===== src/rtl/rf_pkg.sv =====
// rtl/rf_pkg.sv - shared types and helpers for the multi-port register file
package rf_pkg;

    typedef enum logic [0:0] {
        RF_IDLE  = 1'b0,
        RF_CLEAR = 1'b1
    } rf_state_e;

    // One register resets/clears to all ones; the rest go to zero.
    // Returns the fill bit; callers replicate it to the data width.
    function automatic logic rf_reset_val(input int idx, input int ones_idx);
        return (idx == ones_idx);
    endfunction

endpackage


===== src/rtl/rf_multiport_if.sv =====
// rtl/rf_multiport_if.sv - write/read/clear bus of the multi-port register file
interface rf_multiport_if #(
    parameter int N       = 8,
    parameter int AW      = 2,
    parameter int NUM_RD  = 2,
    parameter int NUM_SRC = 3,
    parameter int SW      = (NUM_SRC > 1) ? $clog2(NUM_SRC) : 1
);
    logic                           write_en;
    logic [AW-1:0]                  write_addr;
    logic [SW-1:0]                  select_src;
    logic [NUM_SRC-1:0][N-1:0]      src_data;
    logic [NUM_RD-1:0]              read_en;
    logic [NUM_RD-1:0][AW-1:0]      read_addr;
    logic [NUM_RD-1:0]              select_dest;
    logic [NUM_RD-1:0][N-1:0]       dest1;
    logic [NUM_RD-1:0][N-1:0]       dest2;
    logic [NUM_RD-1:0]              rd_valid;
    logic                           clear_req;
    logic                           clear_busy;
    logic                           clear_done;

    modport master (
        output write_en, write_addr, select_src, src_data,
        output read_en, read_addr, select_dest, clear_req,
        input  dest1, dest2, rd_valid, clear_busy, clear_done
    );

    modport slave (
        input  write_en, write_addr, select_src, src_data,
        input  read_en, read_addr, select_dest, clear_req,
        output dest1, dest2, rd_valid, clear_busy, clear_done
    );
endinterface


===== src/rtl/rf_read_port.sv =====
// rtl/rf_read_port.sv - registered read port with optional bypass (RF_BYPASS_EN) and dest steering
module rf_read_port #(
    parameter int N  = 8,
    parameter int AW = 2
) (
    input  logic          clk,
    input  logic          rst_n,
    input  logic          i_rd_en,
    input  logic [AW-1:0] i_rd_addr,
    input  logic          i_sel_dest,
    input  logic [N-1:0]  i_rd_data,
    input  logic          i_wr_en,
    input  logic [AW-1:0] i_wr_addr,
    input  logic [N-1:0]  i_wr_data,
    output logic [N-1:0]  o_dest1,
    output logic [N-1:0]  o_dest2,
    output logic          o_rd_valid
);
    logic [N-1:0] w_data;
    logic [N-1:0] r_dest1;
    logic [N-1:0] r_dest2;
    logic         r_rd_valid;

`ifdef RF_BYPASS_EN
    // i_wr_en is only high for accepted writes, so clears never forward.
    assign w_data = (i_wr_en && (i_wr_addr == i_rd_addr)) ? i_wr_data : i_rd_data;
`else
    logic w_unused_wr;
    assign w_unused_wr = ^{i_wr_en, i_wr_addr, i_wr_data};
    assign w_data      = i_rd_data;
`endif

    // Capture read data into the selected destination; idle cycles hold the outputs.
    always_ff @(posedge clk or negedge rst_n) begin
        if (!rst_n) begin
            r_dest1    <= '0;
            r_dest2    <= '0;
            r_rd_valid <= 1'b0;
        end else begin
            r_rd_valid <= i_rd_en;
            if (i_rd_en) begin
                r_dest1 <= i_sel_dest ? '0 : w_data;
                r_dest2 <= i_sel_dest ? w_data : '0;
            end
        end
    end

    assign o_dest1    = r_dest1;
    assign o_dest2    = r_dest2;
    assign o_rd_valid = r_rd_valid;
endmodule


===== src/rtl/rf_multiport.sv =====
// rtl/rf_multiport.sv - multi-port register file with clear engine; RF_BYPASS_EN enables write-to-read bypass
module rf_multiport
    import rf_pkg::*;
#(
    parameter int N        = 8,
    parameter int AW       = 2,
    parameter int NUM_RD   = 2,
    parameter int NUM_SRC  = 3,
    parameter int ONES_IDX = 1
) (
    input  logic          clk,
    input  logic          rst_n,
    rf_multiport_if.slave bus
);
    localparam int DEPTH = 2 ** AW;
    localparam int SW    = (NUM_SRC > 1) ? $clog2(NUM_SRC) : 1;

    rf_state_e                r_state;
    rf_state_e                w_next_state;
    logic [AW-1:0]            r_clr_ptr;
    logic [DEPTH-1:0][N-1:0]  r_q;
    logic                     w_clr_last;
    logic                     w_wr_accept;
    logic [N-1:0]             w_wr_data;
    logic [NUM_RD-1:0][N-1:0] w_rd_data;

    assign w_clr_last = (r_clr_ptr == AW'(DEPTH - 1));

    // Write source mux; an out-of-range select matches nothing and stores zero.
    always_comb begin
        w_wr_data = '0;
        for (int s = 0; s < NUM_SRC; s++) begin
            if (bus.select_src == SW'(s)) begin
                w_wr_data = bus.src_data[s];
            end
        end
    end

    // Clear FSM state register.
    always_ff @(posedge clk or negedge rst_n) begin
        if (!rst_n) begin
            r_state <= RF_IDLE;
        end else begin
            r_state <= w_next_state;
        end
    end

    // Clear FSM next state: one register per cycle, leave after the last one.
    always_comb begin
        w_next_state = r_state;
        case (r_state)
            RF_IDLE:  if (bus.clear_req) w_next_state = RF_CLEAR;
            RF_CLEAR: if (w_clr_last)    w_next_state = RF_IDLE;
            default:                     w_next_state = RF_IDLE;
        endcase
    end

    // Clear FSM outputs; external writes are only accepted while idle.
    always_comb begin
        bus.clear_busy = (r_state == RF_CLEAR);
        bus.clear_done = (r_state == RF_CLEAR) && w_clr_last;
        w_wr_accept    = (r_state == RF_IDLE) && bus.write_en;
    end

    // Clear pointer parks at zero while idle so a new clear always starts at register 0.
    always_ff @(posedge clk or negedge rst_n) begin
        if (!rst_n) begin
            r_clr_ptr <= '0;
        end else if (r_state == RF_IDLE) begin
            r_clr_ptr <= '0;
        end else begin
            r_clr_ptr <= r_clr_ptr + 1'b1;
        end
    end

    // Storage: clear engine owns the array while active, otherwise accepted writes land.
    always_ff @(posedge clk or negedge rst_n) begin
        if (!rst_n) begin
            for (int i = 0; i < DEPTH; i++) begin
                r_q[i] <= {N{rf_reset_val(i, ONES_IDX)}};
            end
        end else if (r_state == RF_CLEAR) begin
            r_q[r_clr_ptr] <= {N{rf_reset_val(int'(r_clr_ptr), ONES_IDX)}};
        end else if (w_wr_accept) begin
            r_q[bus.write_addr] <= w_wr_data;
        end
    end

    for (genvar p = 0; p < NUM_RD; p++) begin : g_rd
        assign w_rd_data[p] = r_q[bus.read_addr[p]];

        rf_read_port #(
            .N  (N),
            .AW (AW)
        ) u_rd_port (
            .clk        (clk),
            .rst_n      (rst_n),
            .i_rd_en    (bus.read_en[p]),
            .i_rd_addr  (bus.read_addr[p]),
            .i_sel_dest (bus.select_dest[p]),
            .i_rd_data  (w_rd_data[p]),
            .i_wr_en    (w_wr_accept),
            .i_wr_addr  (bus.write_addr),
            .i_wr_data  (w_wr_data),
            .o_dest1    (bus.dest1[p]),
            .o_dest2    (bus.dest2[p]),
            .o_rd_valid (bus.rd_valid[p])
        );
    end
endmodule

===== src/flat_wrapper.sv =====
// flat-port wrapper written by rule: the top's interface ports become plain ports
module rf_multiport_flat import rf_pkg::*;
#(
    parameter int N        = 8,
    parameter int AW       = 2,
    parameter int NUM_RD   = 2,
    parameter int NUM_SRC  = 3,
    parameter int ONES_IDX = 1
)
  (clk, rst_n, bus_write_en, bus_write_addr, bus_select_src, bus_src_data, bus_read_en, bus_read_addr, bus_select_dest, bus_clear_req, bus_dest1, bus_dest2, bus_rd_valid, bus_clear_busy, bus_clear_done);
  rf_multiport_if #(.N(N), .AW(AW), .NUM_RD(NUM_RD), .NUM_SRC(NUM_SRC)) bus_i ();
  input  logic clk;
  input  logic rst_n;
  input wire logic [$bits(bus_i.write_en)-1:0] bus_write_en;
  input wire logic [$bits(bus_i.write_addr)-1:0] bus_write_addr;
  input wire logic [$bits(bus_i.select_src)-1:0] bus_select_src;
  input wire logic [$bits(bus_i.src_data)-1:0] bus_src_data;
  input wire logic [$bits(bus_i.read_en)-1:0] bus_read_en;
  input wire logic [$bits(bus_i.read_addr)-1:0] bus_read_addr;
  input wire logic [$bits(bus_i.select_dest)-1:0] bus_select_dest;
  input wire logic [$bits(bus_i.clear_req)-1:0] bus_clear_req;
  output wire logic [$bits(bus_i.dest1)-1:0] bus_dest1;
  output wire logic [$bits(bus_i.dest2)-1:0] bus_dest2;
  output wire logic [$bits(bus_i.rd_valid)-1:0] bus_rd_valid;
  output wire logic [$bits(bus_i.clear_busy)-1:0] bus_clear_busy;
  output wire logic [$bits(bus_i.clear_done)-1:0] bus_clear_done;
  assign bus_i.write_en = bus_write_en;
  assign bus_i.write_addr = bus_write_addr;
  assign bus_i.select_src = bus_select_src;
  assign bus_i.src_data = bus_src_data;
  assign bus_i.read_en = bus_read_en;
  assign bus_i.read_addr = bus_read_addr;
  assign bus_i.select_dest = bus_select_dest;
  assign bus_i.clear_req = bus_clear_req;
  assign bus_dest1 = bus_i.dest1;
  assign bus_dest2 = bus_i.dest2;
  assign bus_rd_valid = bus_i.rd_valid;
  assign bus_clear_busy = bus_i.clear_busy;
  assign bus_clear_done = bus_i.clear_done;
  rf_multiport #(.N(N), .AW(AW), .NUM_RD(NUM_RD), .NUM_SRC(NUM_SRC), .ONES_IDX(ONES_IDX)) u_core (.clk(clk), .rst_n(rst_n), .bus(bus_i));
endmodule

===== config.mk =====
export PLATFORM = sky130hd
export DESIGN_NAME = rf_multiport_flat
export DESIGN_NICKNAME = d
export VERILOG_FILES = /design/src/rtl/rf_pkg.sv /design/src/rtl/rf_multiport_if.sv /design/src/rtl/rf_read_port.sv /design/src/rtl/rf_multiport.sv /design/src/flat_wrapper.sv
export SDC_FILE = /design/constraint.sdc
export NUM_CORES = 1
export LEC_CHECK = 0
export ABC_AREA = 1
export ABC_CLOCK_PERIOD_IN_PS = 3390
export CORE_ASPECT_RATIO = 1.5
export CORE_UTILIZATION = 41
export DETAILED_ROUTE_END_ITERATION = 8
export HOLD_SLACK_MARGIN = 0.06
export PLACE_DENSITY = 0.66
export SYNTH_ARGS = -nofsm -noshare
export SYNTH_HDL_FRONTEND = slang
export SYNTH_SLANG_ARGS = --single-unit

===== constraint.sdc =====
create_clock -name clk -period 3.39 [get_ports clk]
set_clock_uncertainty 0.05 [all_clocks]
set_input_delay 0.339 -clock clk [delete_from_list [all_inputs] [get_ports clk]]
set_output_delay 0.339 -clock clk [all_outputs]
set_load 0.01 [all_outputs]

==> reports/qor.csv, run 1 <==
stage,metric,value,unit
pwr,combinational share of power,34.5,%
drt,DR iter-0 viols,176,
sta,fin crit share,58.3,%
sta,Slew Limit Fails,0,
final_layout,Layout Utilization,55.0,%
drt,Antenna Nets Post-Route,0,
placement,post-place setup slack,1.39,ns
worst_setup_path,crit-path max cell delay,0.58,ns
clock_tree,Setup Buffers After CTS,0,
worst_setup_path,RR Startpoint,u_core.bus.clear_busy$_DFF_PN0_,
flow_run,Max-Cap Viols,0,
clock_tree,worst skew pair latency,0.33,ns
clock_tree,CTS tree,yes,
global_route,GR Overflow Total,0,
placement,post-DP HPWL,8.62,mm
global_route,initial antenna violation count,0,
pwr,Clk pwr share,24.2,%
worst_setup_path,critical path required time,3.00,ns
floorplanning,die height,116,um
floorplanning,Starting Density,42.3,%
synth,syn_area_per_cell,7.67,um^2
final_layout,Layout area overhead,30.0,%
clock_tree,Inserted Clock Buffers,9,
clock_tree,CTS Buffer Depth,2,
drt,Routed Wire Length,10.9,mm
worst_setup_path,crit-path cells,nand2_1 -> inv_1 -> clkdlybuf4s50_1,
synth,XOR/XNOR Fraction of Synth Area,0,%
final_layout,nets,579,
floorplanning,Core Area,8410,um^2
sta,setup_tns,0,ns
synth,synthesized instance count,464,
synth,largest family of logic cells by synthesized area,simple AND/OR/NAND/NOR gates,
global_route,all-layer global routing usage,25.9,%
drt,WL per Instance,16.9,um
pwr,Int Power,2.13,mW
pwr,sw frac,37.6,%
placement,routability cong.,0.982,
synth,simple-gate portion of the synthesized area,27.9,%
hold_path,min-delay worst type,in2async,
synth,Ys Warns,0,
floorplanning,Die ar.,9060,um^2
global_route,first-pass GRT wire length,17.2,mm
sta,Slew Limit Headroom,41.2,%
clock_tree,post-CTS sizing,0,
floorplanning,Die X,78.1,um
synth,cell area after synthesis,3560,um^2
clock_tree,clock sink count,69,
sta,number of setup violations in the final report,0,
final_layout,n_diodes,0,
pwr,sequential share of power,41.3,%
worst_setup_path,"delay-heaviest family, CP",buffers and inverters,
synth,syn_nets,508,
worst_setup_path,CP arrival,1.59,ns
sta,Slew @ Worst Pin,0.882,ns
synth,Post-Synth Adder-Cell Area,1.41,%
clock_tree,CTS Hold Bufs,0,
pwr,leakage power total,2.19,nW
synth,unique cell type count in the Yosys netlist,23,
drt,Vias,3349,
sta,RSZ-0062 raised after global routing,false,
synth,Synth area leader,dfrtp_1,
floorplanning,# rows,41,
synth,Synth area leaders,"dfrtp_1, nand2_1, nand3_1",
synth,Synth Area in Compound Gates,12.5,%
final_layout,share of cells above drive strength 1,6.31,%
worst_setup_path,worst setup path class,reg2out,
pwr,power per cell area,739,nW/um^2
synth,post-synth top area share,42.9,%
pwr,peak supply drop,0.385,mV
drt,DR pass1 iterations,5,
sta,Final Hold Fails,0,
global_route,pin count of the biggest net entering global routing,70,
synth,synthesis-stage register bit count,69,
placement,Buffers on Ports,75,
sta,final critical-path required period,1.98,ns
floorplanning,io pins,76,
worst_setup_path,crit path launch type,flip-flop,
drt,Vias/cell,5.18,
pwr,Sw Pwr,1.29,mW
outcome,outcome,"finished, final reports clean",
clock_tree,CTS root buf,clkbuf_16,
synth,sequential-to-total area share from yosys stat,48.8,%
sta,fmax,506,MHz
clock_tree,CTS H-tree lvls,3,
worst_setup_path,CP startpoint,u_core.bus.clear_busy$_DFF_PN0_,
sta,Final WS setup,1.41,ns
global_route,vias in the first global route,3289,
worst_setup_path,crit path max fanout,11,
worst_setup_path,Crit-path slowest cell,dfrtp_1,
worst_setup_path,Critical Path End Type,output pin,
worst_setup_path,Critical path buffers and inverters,2,
clock_tree,"CTS clk-pin slew, worst paths",0.05,ns
synth,mux contribution to synthesized area,0,%
drt,DR DRC count,0,
## cells in the mapped netlist
| cell type | count |
|---|---|
| nand2_1 | 130 |
| nand3_1 | 64 |
| dfrtp_1 | 61 |
| inv_1 | 61 |
| a21oi_1 | 32 |
| o22ai_1 | 32 |
| nor2_1 | 31 |
| o21ai_0 | 11 |
| buf_2 | 9 |
| dfstp_2 | 8 |
| clkbuf_1 | 4 |
| ha_1 | 4 |
| inv_2 | 3 |
| a21oi_2 | 2 |
| buf_1 | 2 |
| buf_4 | 2 |
| o21ai_1 | 2 |
| buf_6 | 1 |
| nand3_2 | 1 |
| nand4_4 | 1 |
| nor2_4 | 1 |
| nor3_2 | 1 |
| nor3_4 | 1 |
## layer usage
metal / track usage, % / share of wire [%]
met4: 17.5 / 5.7
met2: 48.1 / 55
met5: 0 / 0
met1: 26.9 / 37
met3: 3.54 / 2.9
## power groups by stage
stage	Clock, mW	Sequential [mW]	Combinational (mW)
6_report	0.827	1.41	1.18
5_1_grt	0.876	1.44	1.33
4_1_cts	0.836	1.41	1.18
3_5_place_dp	0	1.42	1.18
3_3_place_gp	0	1.42	1.16
2_1_floorplan	0	1.33	0.731
## final timing paths
path                                            endpoint  slack, ns  depth (start not counted)
max                                       bus_clear_done       1.41                          3
min                        u_core.r_clr_ptr[0]$_DFF_PN0_       0.13                          2
max reg2reg                    u_core.r_q[4]$_DFFE_PN0P_       1.79                          4
min reg2reg                u_core.r_clr_ptr[0]$_DFF_PN0_       0.44                          1
max in group asynchronous     u_core.r_q[19]$_DFFE_PN0P_       2.54                          2
min in group clk           u_core.r_clr_ptr[0]$_DFF_PN0_       0.44                          1
## through the flow
stage / area, um^2 / std cells / power (mW) / hold slack (ns)
6_report: 4630 / 646 / 3.42 / 0.129
5_1_grt: 4630 / 646 / 3.65 / 0.226
4_1_cts: 4630 / 646 / 3.43 / 0.189
3_5_place_dp: 4370 / 631 / 2.60 / 0.444
3_3_place_gp: 4370 / 631 / 2.58 / 0.434
2_1_floorplan: 3560 / 464 / 2.06 / -0.00659
## flip-flops by register name (all words and copies together) (netlist names)
signal and flops:
u_core.g_rd.u_rd_port.o_dest1 16, u_core.r_q 32, u_core.bus.clear_busy 1, u_core.r_clr_ptr 2, u_core.g_rd.u_rd_port.o_rd_valid 2, u_core.g_rd.u_rd_port.o_dest2 16
## layout make-up
cell class | instances | area, um^2
Fill cell | 841 | 3790
Sequential cell | 69 | 1740
Multi-Input combinational cell | 313 | 1490
Timing Repair Buffer | 78 | 768
Clock buffer | 13 | 250
Inverter | 64 | 240
Tap cell | 107 | 134
Clock inverter | 2 | 10.0
## worst reg2reg max path: stages, from the launching register on
cell and delay, ns:
dfrtp_1 0.52, nor2_1 0.19, nand3_1 0.13, a21oi_2 0.44, a21oi_1 0.13
## placed cells by master (no fill, tap or decap), drive strengths merged
cell type        n
a21oi           34
buf              4
clkbuf          13
clkdlybuf4s50   74
clkinv           2
dfrtp           61
dfstp            8
ha               4
inv             64
nand2          130
nand3           65
nand4            1
nor2            32
nor3             2
o21ai           13
o22ai           32
## kinds of logic after synthesis
logic type,after synthesis
AO/OA/AOI/OAI,79
AND/OR/NAND/NOR,230
flip-flops,69
adder cells (fa/ha/maj),4
buffers and inverters,82
Power figures use the tool's default switching activity.
==> run 2: changes to the inputs <==
Settings changed: ABC_CLOCK_PERIOD_IN_PS 3390 to 2000.
Clock period 3.39 ns to 2 ns, I/O delays scaled along.
==> run 2 against run 1 <==
Compared with the run above: clock power rose by 96%; register-to-register slack worse by 1.4 ns; non-clock buffer count increased by 7; utilization grew 1.4 points; combinational power is 67% higher; total power is 73% higher; die area is the same; clock-buffer cell count grew 2; sequential power increased by 65%; wire length is 9.2% lower; largest cell class unchanged.
==> reports/qor.csv, run 2 (synthesized netlist as in run 1, its figures left out) <==
stage,metric,value,unit
clock_tree,CTS root buf,clkbuf_16,
placement,post-DP HPWL,7.65,mm
clock_tree,Inserted Clock Buffers,9,
sta,WHS,0.360,ns
clock_tree,CTS Hold Bufs,1,
floorplanning,Die X,78.1,um
clock_tree,clock sink count,69,
global_route,GR Overflow Total,0,
final_layout,Largest Register,u_core.r_q,
global_route,initial antenna violation count,0,
clock_tree,CTS Buffer Depth,2,
final_layout,share of cells above drive strength 1,7.50,%
final_layout,Layout Utilization,56.4,%
placement,Buffers on Ports,75,
worst_setup_path,critical path required time,1.75,ns
worst_setup_path,RR Startpoint,u_core.bus.clear_busy$_DFF_PN0_,
sta,Slew @ Worst Pin,0.519,ns
sta,RSZ-0062 raised after global routing,false,
final_layout,"most common cell after layout, fill and taps aside",nand2_1,
worst_setup_path,crit-path cells,nand2_1 -> inv_1 -> clkdlybuf4s50_1,
drt,DR DRC count,0,
sta,Slew Limit Fails,0,
global_route,met3 track demand over resource,4.33,%
clock_tree,CTS H-tree lvls,3,
final_layout,nets,586,
worst_setup_path,"delay-heaviest family, CP",buffers and inverters,
pwr,leakage power total,2.24,nW
pwr,power per cell area,1250,nW/um^2
global_route,pin count of the biggest net entering global routing,70,
floorplanning,Starting Density,42.3,%
clock_tree,Setup Buffers After CTS,0,
global_route,first-pass GRT wire length,16.3,mm
worst_setup_path,worst setup path class,reg2out,
floorplanning,Die ar.,9060,um^2
sta,fmax,535,MHz
floorplanning,die height,116,um
worst_setup_path,FF-to-FF setup slack,0.40,ns
worst_setup_path,CP arrival,1.62,ns
sta,Final Hold Fails,0,
worst_setup_path,crit-path max cell delay,0.59,ns
worst_setup_path,Crit-path slowest cell,dfrtp_1,
sta,final critical-path required period,1.87,ns
global_route,met2 usage in global routing,41.6,%
final_layout,Layout fillers,827,
final_layout,n_diodes,0,
drt,Antenna Nets Post-Route,0,
hold_path,min-delay worst type,in2async,
worst_setup_path,crit path launch type,flip-flop,
drt,DR pass1 iterations,4,
drt,Vias/cell,5.18,
global_route,all-layer global routing usage,24.1,%
drt,Vias,3389,
clock_tree,post-CTS sizing,0,
placement,routability cong.,0.955,
global_route,vias in the first global route,3279,
worst_setup_path,R2R depth,4,
worst_setup_path,Critical path buffers and inverters,2,
sta,setup_tns,0,ns
sta,Slew Limit Headroom,65.3,%
drt,Routed Wire Length,9.92,mm
drt,WL per Instance,15.2,um
sta,number of setup violations in the final report,0,
floorplanning,Core Area,8410,um^2
pwr,peak supply drop,0.586,mV
final_layout,Layout area overhead,33.3,%
outcome,outcome,"finished, final reports clean",
clock_tree,worst skew pair latency,0.33,ns
global_route,most crowded layer after global routing,met2,
final_layout,non-filler instance count after layout,654,
worst_setup_path,R2R Path End,u_core.r_q[18]$_DFFE_PN0P_,
placement,dpl cells,637,
final_layout,most frequent cells in the layout,"nand2_1, clkdlybuf4s50_1, nand3_1, inv_1, dfrtp_1",
clock_tree,CTS tree,yes,
clock_tree,"CTS clk-pin slew, worst paths",0.05,ns
global_route,grt met1 use,26.0,%
worst_setup_path,Critical Path End Type,output pin,
floorplanning,io pins,76,
flow_run,Max-Cap Viols,0,
final_layout,flip-flop count of the largest register after layout,32,
floorplanning,# rows,41,
drt,DR iter-0 viols,134,
sta,fin crit share,93.4,%
worst_setup_path,crit path max fanout,11,
## run 2: layer usage
metal  wire length, um  vias to the layer above
met2              5040                      126
li1                  -                     1665
met3               447                       44
met1              3730                     1554
met4               709                        0
met5                 0                        -
## run 2: worst max-delay path by stage
stage / startpoint / to / depth (start not counted)
after global routing: u_core.bus.clear_busy$_DFF_PN0_ / bus_clear_done / 3
after floorplan: u_core.bus.clear_busy$_DFF_PN0_ / u_core.r_q[13]$_DFFE_PN1P_ / 6
after detailed placement: bus_write_addr[1] / u_core.r_q[6]$_DFFE_PN0P_ / 5
after CTS: u_core.bus.clear_busy$_DFF_PN0_ / bus_clear_done / 3
final: u_core.bus.clear_busy$_DFF_PN0_ / bus_clear_done / 3
after global placement: bus_write_addr[1] / u_core.r_q[0]$_DFFE_PN0P_ / 5
## run 2: worst min-delay path, cell delays in order
cell and delay [ns]:
dlygate4sd3_1 0.52, buf_2 0.12, buf_12 0.31
## run 2: where the power goes
part / total, mW / switching (mW) / internal (mW)
Combinational: 1.97 / 1.12 / 0.851
Sequential: 2.32 / 0.408 / 1.92
Clock: 1.62 / 0.551 / 1.07
## run 2: metrics by stage
step           total power [mW]  setup slack, ns  cell area [um^2]
6_report                   5.92            0.131              4740
5_1_grt                    6.34           0.0418              4740
4_1_cts                    5.95            0.106              4740
3_5_place_dp               4.31            0.307              4420
3_3_place_gp               4.26            0.325              4420
2_1_floorplan              3.49            0.681              3560
## run 2: cell type report
class                   instances  area (um^2)  share of cell area (%)
inverters                      64          240                    5.07
clock inverters                 1         30.0                   0.633
repair buffers                 85          836                    17.6
clock buffers                  15          278                    5.86
multi-input cells             313         1490                    31.4
well taps                     107          134                    2.82
flip-flops and latches         69         1740                    36.6
==> run 3: changes to the inputs <==
Settings changed: ABC_CLOCK_PERIOD_IN_PS 2000 to 1670, CORE_UTILIZATION 41 to 35, PLACE_DENSITY 0.66 to 0.6.
Clock period 2 ns to 1.67 ns, I/O delays scaled along.
==> run 3 against run 2 <==
Compared with the run above: the run now ends with DRC left; sequential power is 22% higher; largest cell class unchanged; critical path type unchanged; flip-flop and latch count stayed put; combinational power up 24%.
==> reports/qor.csv, run 3 (synthesized netlist as in run 1, its figures left out) <==
stage,metric,value,unit
clock_tree,Inserted Clock Buffers,9,
drt,WL per Instance,15.2,um
final_layout,"most common cell after layout, fill and taps aside",nand2_1,
final_layout,Largest Register,u_core.r_q,
sta,number of setup violations in the final report,0,
sta,RSZ-0062 raised after global routing,false,
final_layout,multi-input logic area,1490,um^2
floorplanning,io pins,76,
worst_setup_path,crit path max fanout,10,
global_route,GR Overflow Total,0,
floorplanning,Starting Density,36.3,%
floorplanning,# rows,44,
worst_setup_path,crit-path cells,clkdlybuf4s50_1,
sta,Final Hold Fails,0,
floorplanning,die height,125,um
pwr,leakage power total,2.30,nW
drt,DR iter-0 viols,190,
sta,fin crit share,94.4,%
outcome,outcome,finished with violations,
sta,fmax,634,MHz
pwr,power per cell area,1520,nW/um^2
floorplanning,Die X,84.3,um
worst_setup_path,Critical Path End Type,output pin,
hold_path,min-delay worst type,in2async,
global_route,pin count of the biggest net entering global routing,45,
final_layout,n_diodes,0,
sta,Slew @ Worst Pin,0.572,ns
final_layout,Layout fillers,1016,
drt,DR pass1 iterations,9,
global_route,all-layer global routing usage,21.1,%
final_layout,share of cells above drive strength 1,9.71,%
clock_tree,CTS H-tree lvls,3,
drt,Vias,3408,
global_route,initial antenna violation count,0,
clock_tree,CTS root buf,clkbuf_16,
worst_setup_path,crit path launch type,flip-flop,
final_layout,Layout area overhead,35.7,%
drt,DR DRC count,3,
floorplanning,Core Area,9800,um^2
worst_setup_path,worst setup path class,reg2out,
final_layout,most frequent cells in the layout,"nand2_1, clkdlybuf4s50_1, nand3_1, inv_1, dfrtp_1",
global_route,first-pass GRT wire length,17.0,mm
sta,Slew Limit Headroom,61.9,%
clock_tree,clock sink count,69,
drt,Antenna Nets Post-Route,0,
drt,Routed Wire Length,10.2,mm
global_route,vias in the first global route,3420,
placement,Buffers on Ports,75,
outcome,failing checks,DRC,
flow_run,Max-Cap Viols,0,
worst_setup_path,"delay-heaviest family, CP",buffers and inverters,
final_layout,Layout Utilization,49.3,%
worst_setup_path,critical path required time,1.45,ns
placement,routability cong.,0.920,
final_layout,Register Area,1740,um^2
sta,Slew Limit Fails,0,
clock_tree,worst skew pair latency,0.33,ns
clock_tree,CTS tree,yes,
sta,WHS,0.309,ns
worst_setup_path,crit-path max cell delay,0.57,ns
placement,post-DP HPWL,7.92,mm
worst_setup_path,CP arrival,1.36,ns
clock_tree,CTS Buffer Depth,2,
worst_setup_path,Critical path buffers and inverters,1,
clock_tree,"CTS clk-pin slew, worst paths",0.05,ns
drt,Vias/cell,5.08,
floorplanning,Die ar.,10600,um^2
sta,final critical-path required period,1.58,ns
pwr,peak supply drop,0.681,mV
final_layout,nets,595,
final_layout,flip-flop count of the largest register after layout,32,
worst_setup_path,Crit-path slowest cell,clkdlybuf4s50_1,
-- run 3: final cells by class --
| cell class | count | share of cell area, % |
|---|---|---|
| Inverter | 64 | 4.98 |
| Clock buffer | 12 | 5.31 |
| Sequential cell | 69 | 36.0 |
| Clock inverter | 4 | 1.45 |
| Multi-Input combinational cell | 313 | 30.8 |
| Tap cell | 115 | 2.98 |
| Timing Repair Buffer | 94 | 18.4 |
-- run 3: path summary, 6_finish.rpt --
check / from / endpoint / slack (ns) / cells after the start
max reg2reg: u_core.r_clr_ptr[0]$_DFF_PN0_ / u_core.r_q[2]$_DFFE_PN0P_ / 0.11 / 6
min in group clk: bus_clear_req / u_core.bus.clear_busy$_DFF_PN0_ / 0.31 / 3
max: u_core.bus.clear_busy$_DFF_PN0_ / bus_clear_busy / 0.09 / 1
min: rst_n / u_core.r_clr_ptr[0]$_DFF_PN0_ / 0.31 / 3
max in group asynchronous: rst_n / u_core.g_rd[0].u_rd_port.o_dest1[4]$_DFFE_PN0P_ / 0.76 / 3
min reg2reg: u_core.g_rd[1].u_rd_port.o_dest1[7]$_DFFE_PN0P_ / u_core.g_rd[1].u_rd_port.o_dest1[7]$_DFFE_PN0P_ / 0.48 / 2
-- run 3: where the power goes --
part	internal (mW)	total [mW]	switching, mW
logic	1.07	2.44	1.37
clock network	1.38	2.06	0.673
registers	2.30	2.82	0.527
-- run 3: per-layer routing --
layer | wire [um] | GRT usage, %
met1 | 3920 | 22.9
met2 | 5380 | 37.7
met3 | 469 | 4.09
met4 | 421 | 12.3
met5 | 0 | 0
-- run 3: metrics by stage --
step / setup TNS [ns] / setup slack (ns) / instances / area, um^2 / total power, mW
floorplan: 0 / 0.351 / 464 / 3560 / 4.18
global placement: 0 / 0.00136 / 652 / 4470 / 5.17
detailed placement: -0.216 / -0.0330 / 652 / 4470 / 5.24
CTS: 0 / 0.0783 / 671 / 4830 / 7.35
global route: 0 / 0.00651 / 671 / 4830 / 7.80
finish: 0 / 0.0938 / 671 / 4830 / 7.32
-- run 3: what timing repair did --
| item | 4_1_cts | 5_1_grt |
|---|---|---|
| hold endpoints to repair | 61 | 0 |
| hold buffers | 1 | 0 |
| buffers inserted | 2 | 0 |
| resized for setup | 3 | 0 |
| endpoints found under the setup margin | 2 | 0 |
